**config.mk**
```make
export PLATFORM = sky130hd
export DESIGN_NAME = lcd_hd44780_ctrl
export DESIGN_NICKNAME = d
export VERILOG_FILES = /design/src/rtl/lcd_pkg.sv /design/src/rtl/lcd_hd44780_ctrl_byte_writer.sv /design/src/rtl/lcd_hd44780_ctrl.sv
export SDC_FILE = /design/constraint.sdc
export NUM_CORES = 1
export LEC_CHECK = 0
export CORE_MARGIN = 3
export CORE_UTILIZATION = 55
export DETAILED_ROUTE_END_ITERATION = 16
export PLACE_DENSITY = 0.76
export SLEW_MARGIN = 0
export SYNTH_ARGS = -nofsm -noshare
export SYNTH_HDL_FRONTEND = slang
export SYNTH_SLANG_ARGS = --single-unit
```
**constraint.sdc**
```tcl
create_clock -name clk -period 3.6 [get_ports clk]
set_input_delay 0.54 -clock clk [delete_from_list [all_inputs] [get_ports clk]]
set_output_delay 0.54 -clock clk [all_outputs]
set_load 0.02 [all_outputs]
```
**src/rtl/lcd_pkg.sv**
```systemverilog
// Shared constants, state encodings and helpers for the HD44780 LCD write path.
package lcd_pkg;

    localparam logic [7:0] LCD_FUNC_8BIT_2L = 8'h38;
    localparam logic [7:0] LCD_DISP_ON      = 8'h0C;
    localparam logic [7:0] LCD_ENTRY_INC    = 8'h06;
    localparam logic [7:0] LCD_CLEAR        = 8'h01;
    localparam logic [7:0] LCD_DDRAM_L1     = 8'h80;

    typedef enum logic [2:0] {POWERUP, INIT, IDLE, ADDR, CHARS} top_state_t;
    typedef enum logic [1:0] {SETUP, EHIGH, HOLD, WAIT} byte_phase_t;

    function automatic int max2(input int a, input int b);
        return (a > b) ? a : b;
    endfunction

    // Power-up command list, sent in index order.
    function automatic logic [7:0] init_cmd(input logic [1:0] idx);
        logic [7:0] c;
        c = LCD_FUNC_8BIT_2L;
        case (idx)
            2'd0: c = LCD_FUNC_8BIT_2L;
            2'd1: c = LCD_DISP_ON;
            2'd2: c = LCD_ENTRY_INC;
            2'd3: c = LCD_CLEAR;
            default: c = LCD_FUNC_8BIT_2L;
        endcase
        return c;
    endfunction

endpackage

```
**src/rtl/lcd_hd44780_ctrl_byte_writer.sv**
```systemverilog
// Single-byte panel write: setup, E pulse, hold, then the command execution wait.
// A new start is accepted while idle or in the last WAIT cycle, so bytes chain
// with no dead cycle between one WAIT and the next SETUP.
module lcd_byte_writer
    import lcd_pkg::*;
#(
    parameter int T_SETUP = 3,
    parameter int T_PULSE = 12,
    parameter int T_HOLD  = 3,
    parameter int CW      = 18
) (
    input  logic          clk,
    input  logic          rst,
    input  logic          start,
    input  logic [7:0]    byte_in,
    input  logic          rs_in,
    input  logic [CW-1:0] wait_cycles,
    output logic          busy,
    output logic          done,
    output logic          lcd_e,
    output logic          lcd_rs,
    output logic [7:0]    lcd_d
);

    byte_phase_t   phase_q, phase_d;
    logic [CW-1:0] cnt_q, cnt_d;
    logic [CW-1:0] wait_q, wait_d;
    logic          busy_q, busy_d;
    logic          e_q, e_d;
    logic          rs_q, rs_d;
    logic [7:0]    d_q, d_d;

    assign done   = busy_q && (phase_q == WAIT) && (cnt_q == '0);
    assign busy   = busy_q;
    assign lcd_e  = e_q;
    assign lcd_rs = rs_q;
    assign lcd_d  = d_q;

    // Phase sequencing: each phase loads T-1 and runs down to zero.
    always_comb begin
        phase_d = phase_q;
        cnt_d   = cnt_q;
        wait_d  = wait_q;
        busy_d  = busy_q;
        e_d     = e_q;
        rs_d    = rs_q;
        d_d     = d_q;
        if (start && (!busy_q || done)) begin
            busy_d  = 1'b1;
            phase_d = SETUP;
            cnt_d   = CW'(T_SETUP - 1);
            wait_d  = wait_cycles;
            d_d     = byte_in;
            rs_d    = rs_in;
        end else if (busy_q) begin
            unique case (phase_q)
                SETUP: begin
                    if (cnt_q == '0) begin
                        phase_d = EHIGH;
                        e_d     = 1'b1;
                        cnt_d   = CW'(T_PULSE - 1);
                    end else cnt_d = cnt_q - CW'(1);
                end
                EHIGH: begin
                    if (cnt_q == '0) begin
                        phase_d = HOLD;
                        e_d     = 1'b0;
                        cnt_d   = CW'(T_HOLD - 1);
                    end else cnt_d = cnt_q - CW'(1);
                end
                HOLD: begin
                    if (cnt_q == '0) begin
                        phase_d = WAIT;
                        cnt_d   = wait_q - CW'(1);
                    end else cnt_d = cnt_q - CW'(1);
                end
                WAIT: begin
                    if (cnt_q == '0) busy_d = 1'b0;
                    else             cnt_d  = cnt_q - CW'(1);
                end
            endcase
        end
    end

    // State and panel-output registers; reset drops E at once, even mid-pulse.
    always_ff @(posedge clk or posedge rst) begin
        if (rst) begin
            phase_q <= SETUP;
            cnt_q   <= '0;
            wait_q  <= '0;
            busy_q  <= 1'b0;
            e_q     <= 1'b0;
            rs_q    <= 1'b0;
            d_q     <= 8'h00;
        end else begin
            phase_q <= phase_d;
            cnt_q   <= cnt_d;
            wait_q  <= wait_d;
            busy_q  <= busy_d;
            e_q     <= e_d;
            rs_q    <= rs_d;
            d_q     <= d_d;
        end
    end

endmodule

```
**src/rtl/lcd_hd44780_ctrl.sv**
```systemverilog
// HD44780 8-bit write-only controller: power-up delay, init commands, then
// per-request DDRAM address plus four characters on line 1.
module lcd_hd44780_ctrl
    import lcd_pkg::*;
#(
    parameter int Width     = 32,
    parameter int T_POWERUP = 750000,
    parameter int T_SETUP   = 3,
    parameter int T_PULSE   = 12,
    parameter int T_HOLD    = 3,
    parameter int T_EXEC    = 2500,
    parameter int T_CLEAR   = 100000
) (
    input  logic             clk,
    input  logic             reset,
    input  logic [Width-1:0] data,
    input  logic             valid,
    output logic             ready,
    output logic             init_done,
    output logic             lcd_rs,
    output logic             lcd_rw,
    output logic             lcd_e,
    output logic [7:0]       lcd_d
);

    localparam int TMAX = max2(max2(max2(T_POWERUP, T_SETUP), max2(T_PULSE, T_HOLD)),
                               max2(T_EXEC, T_CLEAR));
    localparam int CW   = $clog2(TMAX) + 1;

    top_state_t       state_q, state_d;
    logic [CW-1:0]    pu_cnt_q, pu_cnt_d;
    logic [1:0]       init_idx_q, init_idx_d;
    logic [1:0]       char_idx_q, char_idx_d;
    logic [1:0]       char_nxt;
    logic [Width-1:0] data_q, data_d;
    logic             ready_q, ready_d;
    logic             init_done_q, init_done_d;

    logic             wr_start, wr_rs, wr_busy, wr_done;
    logic [7:0]       wr_byte;
    logic [CW-1:0]    wr_wait;

    assign char_nxt  = char_idx_q + 2'd1;
    // Only the Clear command needs the long execution wait.
    assign wr_wait   = (wr_byte == LCD_CLEAR && !wr_rs) ? CW'(T_CLEAR) : CW'(T_EXEC);
    assign ready     = ready_q;
    assign init_done = init_done_q;
    assign lcd_rw    = 1'b0;

    // Top sequencing; on the writer's done cycle the next byte is issued
    // directly so it chains without a gap.
    always_comb begin
        state_d     = state_q;
        pu_cnt_d    = pu_cnt_q;
        init_idx_d  = init_idx_q;
        char_idx_d  = char_idx_q;
        data_d      = data_q;
        init_done_d = init_done_q;
        wr_start    = 1'b0;
        wr_byte     = 8'h00;
        wr_rs       = 1'b0;
        unique case (state_q)
            POWERUP: begin
                if (pu_cnt_q == '0) begin
                    state_d    = INIT;
                    init_idx_d = 2'd0;
                end else pu_cnt_d = pu_cnt_q - CW'(1);
            end
            INIT: begin
                if (!wr_busy) begin
                    wr_start = 1'b1;
                    wr_byte  = init_cmd(init_idx_q);
                end else if (wr_done) begin
                    if (init_idx_q == 2'd3) begin
                        state_d     = IDLE;
                        init_done_d = 1'b1;
                    end else begin
                        init_idx_d = init_idx_q + 2'd1;
                        wr_start   = 1'b1;
                        wr_byte    = init_cmd(init_idx_q + 2'd1);
                    end
                end
            end
            IDLE: begin
                if (valid && ready_q) begin
                    data_d  = data;
                    state_d = ADDR;
                end
            end
            ADDR: begin
                if (!wr_busy) begin
                    wr_start = 1'b1;
                    wr_byte  = LCD_DDRAM_L1;
                end else if (wr_done) begin
                    state_d    = CHARS;
                    char_idx_d = 2'd0;
                    wr_start   = 1'b1;
                    wr_byte    = data_q[7:0];
                    wr_rs      = 1'b1;
                end
            end
            CHARS: begin
                if (wr_done) begin
                    if (char_idx_q == 2'd3) begin
                        state_d = IDLE;
                    end else begin
                        char_idx_d = char_nxt;
                        wr_start   = 1'b1;
                        wr_byte    = data_q[{char_nxt, 3'b000} +: 8];
                        wr_rs      = 1'b1;
                    end
                end
            end
            default: state_d = POWERUP;
        endcase
        ready_d = (state_d == IDLE);
    end

    // Top state registers; reset discards any captured word and replays init.
    always_ff @(posedge clk or posedge reset) begin
        if (reset) begin
            state_q     <= POWERUP;
            pu_cnt_q    <= CW'(T_POWERUP - 1);
            init_idx_q  <= 2'd0;
            char_idx_q  <= 2'd0;
            data_q      <= '0;
            ready_q     <= 1'b0;
            init_done_q <= 1'b0;
        end else begin
            state_q     <= state_d;
            pu_cnt_q    <= pu_cnt_d;
            init_idx_q  <= init_idx_d;
            char_idx_q  <= char_idx_d;
            data_q      <= data_d;
            ready_q     <= ready_d;
            init_done_q <= init_done_d;
        end
    end

    lcd_byte_writer #(
        .T_SETUP(T_SETUP),
        .T_PULSE(T_PULSE),
        .T_HOLD (T_HOLD),
        .CW     (CW)
    ) u_writer (
        .clk        (clk),
        .rst        (reset),
        .start      (wr_start),
        .byte_in    (wr_byte),
        .rs_in      (wr_rs),
        .wait_cycles(wr_wait),
        .busy       (wr_busy),
        .done       (wr_done),
        .lcd_e      (lcd_e),
        .lcd_rs     (lcd_rs),
        .lcd_d      (lcd_d)
    );

endmodule

```
==> metrics.md <==
| Metric | Value |
|---|---|
| Num CTS Buffers | `9` |
| Vias in the first global route | `4417` |
| Maximum VDD drop | `230 uV` |
| Final setup TNS | `0 ps` |
| Max FO, Critical Path | `12` |
| Ant. Diodes | `0` |
| DR pass1 iterations | `5` |
| Cell Chain, Critical Path | `inv_1 -> ha_1 -> or3b_2 -> nor4_1 -> nand2_1 -> o22a_1 -> nor4_1 -> a21oi_1` |
| FF+latch count, synth | `between 90 and 100` |
| Max-slew violations | `0` |
| Place WS | `730 ps` |
| Number of H-tree levels | `3` |
| Die extent in x | `106 um` |
| Die ar. | `approximately 0.011 mm^2` |
| Post-synth top cells | `dfrtp_1, nand2_1, mux2_2, nor2_1, o21ai_0` |
| Via-to-Cell Ratio | `6.20` |
| Share of layout cells above drive strength 1 | `between 10% and 20%` |
| Final WS setup | `666 ps` |
| Gpl congestion | `0.971` |
| GR Util met3 | `4.13%` |
| Cells after synthesis | `544` |
| Post-CTS Resized | `0` |
| GRT overflow | `0` |
| Synth-to-layout area growth | `15.3%` |
| Crit Path Class | `flip-flop to flip-flop` |
| Die H | `106 um` |
| Status | `finished, final reports clean` |
| CTS max path bufs | `2` |
| GRT Total Usage | `24.7%` |
| Delay-heaviest family, CP | `simple AND/OR/NAND/NOR gates` |
| CP Buf/Inv Count | `1` |
| Iteration-0 DRC Markers | `280` |
| Largest stage delay, worst path | `540 ps` |
| M2 GR Usage | `42.4%` |
| Cells after DPL | `slightly above 700` |
| Pleak | `2.78 nW` |
| Worst-path clk slew | `approximately 100 ps` |
| Root buffer cell | `clkbuf_8` |
| CP endpoint kind | `flip-flop` |
| # rows | `35` |
| Fin cells | `~720` |
| DP Wirelength | `10100 um` |
| Reg2Reg Setup Slack | `670 ps` |
| Starting Density | `58.1%` |
| Mapped Avg Cell Area | `10.1 um^2` |
| Final hold vios | `0` |
| Minimum clock period | `2930 ps` |
| Global route hottest layer | `met2` |
| First-pass GRT wire length | `22200 um` |
| Clk Latency, worst-skew pair | `380 ps` |
| Post-route ant nets | `0` |
| CP required | `3850 ps` |
| Post-synthesis sequential area ratio | `a little under half` |
| DRC | `0` |
| CP max stage cell | `or3b_2` |
| Fin crit share | `81.5%` |
| Max-cap violations | `0` |
| Synth cell types | `70` |
| Final nets | `642` |
| CP Launch Type | `flip-flop` |
| RSZ-0062 raised after global routing | `false` |
| Hold buffer count at cts | `0` |
| Synth warn | `0` |
| CTS tree | `built` |
| Post-DR wirelength/cell | `18.5 um` |
| Most common cell in the netlist | `dfrtp_1` |
| Met1 Use GR | `between 30% and 40%` |
| CP arrival | `around 3200 ps` |
| Skew final | `12.6 ps` |
| FILL cells | `805` |
| # port buffers | `46` |
| Post-synth EDFFs | `0` |
| Slew @ Worst Pin | `892 ps` |
| I/O pins | `48` |
| Syn_nets | `596` |
| Cell area after synthesis | `approximately 0.0055 mm^2` |
| Class of the worst hold path | `flip-flop to flip-flop` |
| Slew headroom | `40.0%` |
| Total Wirelength | `13400 um` |
| Synth Flop Type | `dfrtp_1` |
| Pwr/cell area | `296 mW/mm^2` |
| Post-synthesis async set-or-reset flop share | `100%` |
| Largest cells by area after synthesis | `dfrtp_1, mux2_2, dfstp_2, ha_1, mux4_2` |
| Final setup fails | `0` |
| # Post-CTS Setup Buffers | `0` |
| Largest area contributor in the netlist | `dfrtp_1` |
| F_max | `341 MHz` |
| Synth top area share | `39.0%` |
| Core box area | `0.00950 mm^2` |
| Largest net degree at the start of global routing | `64` |
| Antenna violations before repair | `0` |
| Total number of vias | `between 4000 and 5000` |
| Sink Count | `99` |
| Most frequent CP cell | `nor4_1` |
[worst register-to-register path, cell delays in order (launching register included)]
cell and delay (ps):
dfrtp_1 400, inv_1 100, ha_1 200, or3b_2 540, nor4_1 440, nand2_1 360
o22a_1 320, nor4_1 380, a21oi_1 70
[flip-flops by register name, summed over array words and instances, names as in the netlist, 2 cells and up]
name and flops:
u_writer.wait_q 3, init_idx_q 2, u_writer.lcd_d 8, char_idx_q 2
u_writer.phase_q 2, state_q 3, u_writer.cnt_q 21, pu_cnt_q 21
data_q 32
[routing by layer]
metal	up-vias	part of all wire [%]
met4	0	2.4
li1	2127	-
met2	123	51
met1	2211	42
met3	30	4.1
met5	-	0
[worst paths after layout]
| path | from | endpoint | cells past startpoint |
|---|---|---|---|
| worst max-delay path | u_writer.cnt_q[0]$_DFFE_PP0P_ | u_writer.wait_q[11]$_DFFE_PP0P_ | 8 |
| worst min-delay path | pu_cnt_q[5]$_DFFE_PP1P_ | pu_cnt_q[5]$_DFFE_PP1P_ | 2 |
| worst max register to register | u_writer.cnt_q[0]$_DFFE_PP0P_ | u_writer.wait_q[11]$_DFFE_PP0P_ | 8 |
| worst min register to register | pu_cnt_q[5]$_DFFE_PP1P_ | pu_cnt_q[5]$_DFFE_PP1P_ | 2 |
| max in group asynchronous | reset | data_q[15]$_DFFE_PP0P_ | 3 |
| min in group asynchronous | reset | pu_cnt_q[15]$_DFFE_PP0P_ | 2 |
[metrics by stage]
stage	util [%]	hold WS, ps	power [mW]	area [um^2]
6_report	67.0	474	1.88	6360
2_1_floorplan	-	443	1.15	5520
3_5_place_dp	64.9	456	1.20	6170
3_3_place_gp	64.9	454	1.20	6170
4_1_cts	67.0	474	1.90	6360
5_1_grt	67.0	503	1.95	6360
[cells by family after synthesis]
kind of cell / after synthesis / synth area share [%]
adders and majority gates: 17 / 3.85
other: 1 / 0.0680
buffers and inverters: 41 / 2.95
muxes: 45 / 10.7
and+or+nand+nor: 184 / 17.4
xor gates and xnor gates: 20 / 3.17
DFF: 99 / 45.2
AOI/OAI and AO/OA: 137 / 16.6
[layout make-up]
| type | count | area, um^2 | share of cell area [%] |
|---|---|---|---|
| Multi-Input combinational cell | 404 | 2880 | 45.2 |
| Clock inverter | 6 | 65.1 | 1.02 |
| Sequential cell | 99 | 2490 | 39.2 |
| Clock buffer | 10 | 128 | 2.01 |
| Tap cell | 129 | 161 | 2.54 |
| Inverter | 17 | 66.3 | 1.04 |
| Timing Repair Buffer | 59 | 571 | 8.97 |
[placed cells by master, fill, tap and decap left out, types with 3 or more instances in the layout]
cell type        instances
and3_1                   3
nand2b_1                 8
nand4_1                  4
mux4_2                   8
a21boi_0                 3
nand2_1                 48
a21oi_1                 25
or4_1                    5
o21ai_0                 32
o211ai_1                 8
o31ai_1                  7
a22oi_1                  4
inv_1                   16
a31oi_1                 10
clkdlybuf4s50_1         46
a32oi_1                  3
nor2b_1                  6
nor3_1                  23
dfrtp_1                 86
clkbuf_8                 9
mux2_2                  34
mux2i_1                  3
ha_1                    17
inv_6                    3
or3_1                   10
nor2_1                  34
xnor2_1                  9
a22o_1                   6
o22ai_1                  6
buf_4                   12
nand3_1                 11
xor2_1                  11
o2111ai_1                3
nor4_1                  12
dfstp_2                 13
[power by group]
part	leakage, nW	switching (mW)	total [mW]	internal [mW]
Clock	0.0985	0.434	0.709	0.275
Combinational	1.42	0.0278	0.0637	0.0359
Sequential	1.26	0	1.11	1.11
Total	2.78	0.462	1.88	1.42
Power figures use the tool's default switching activity.
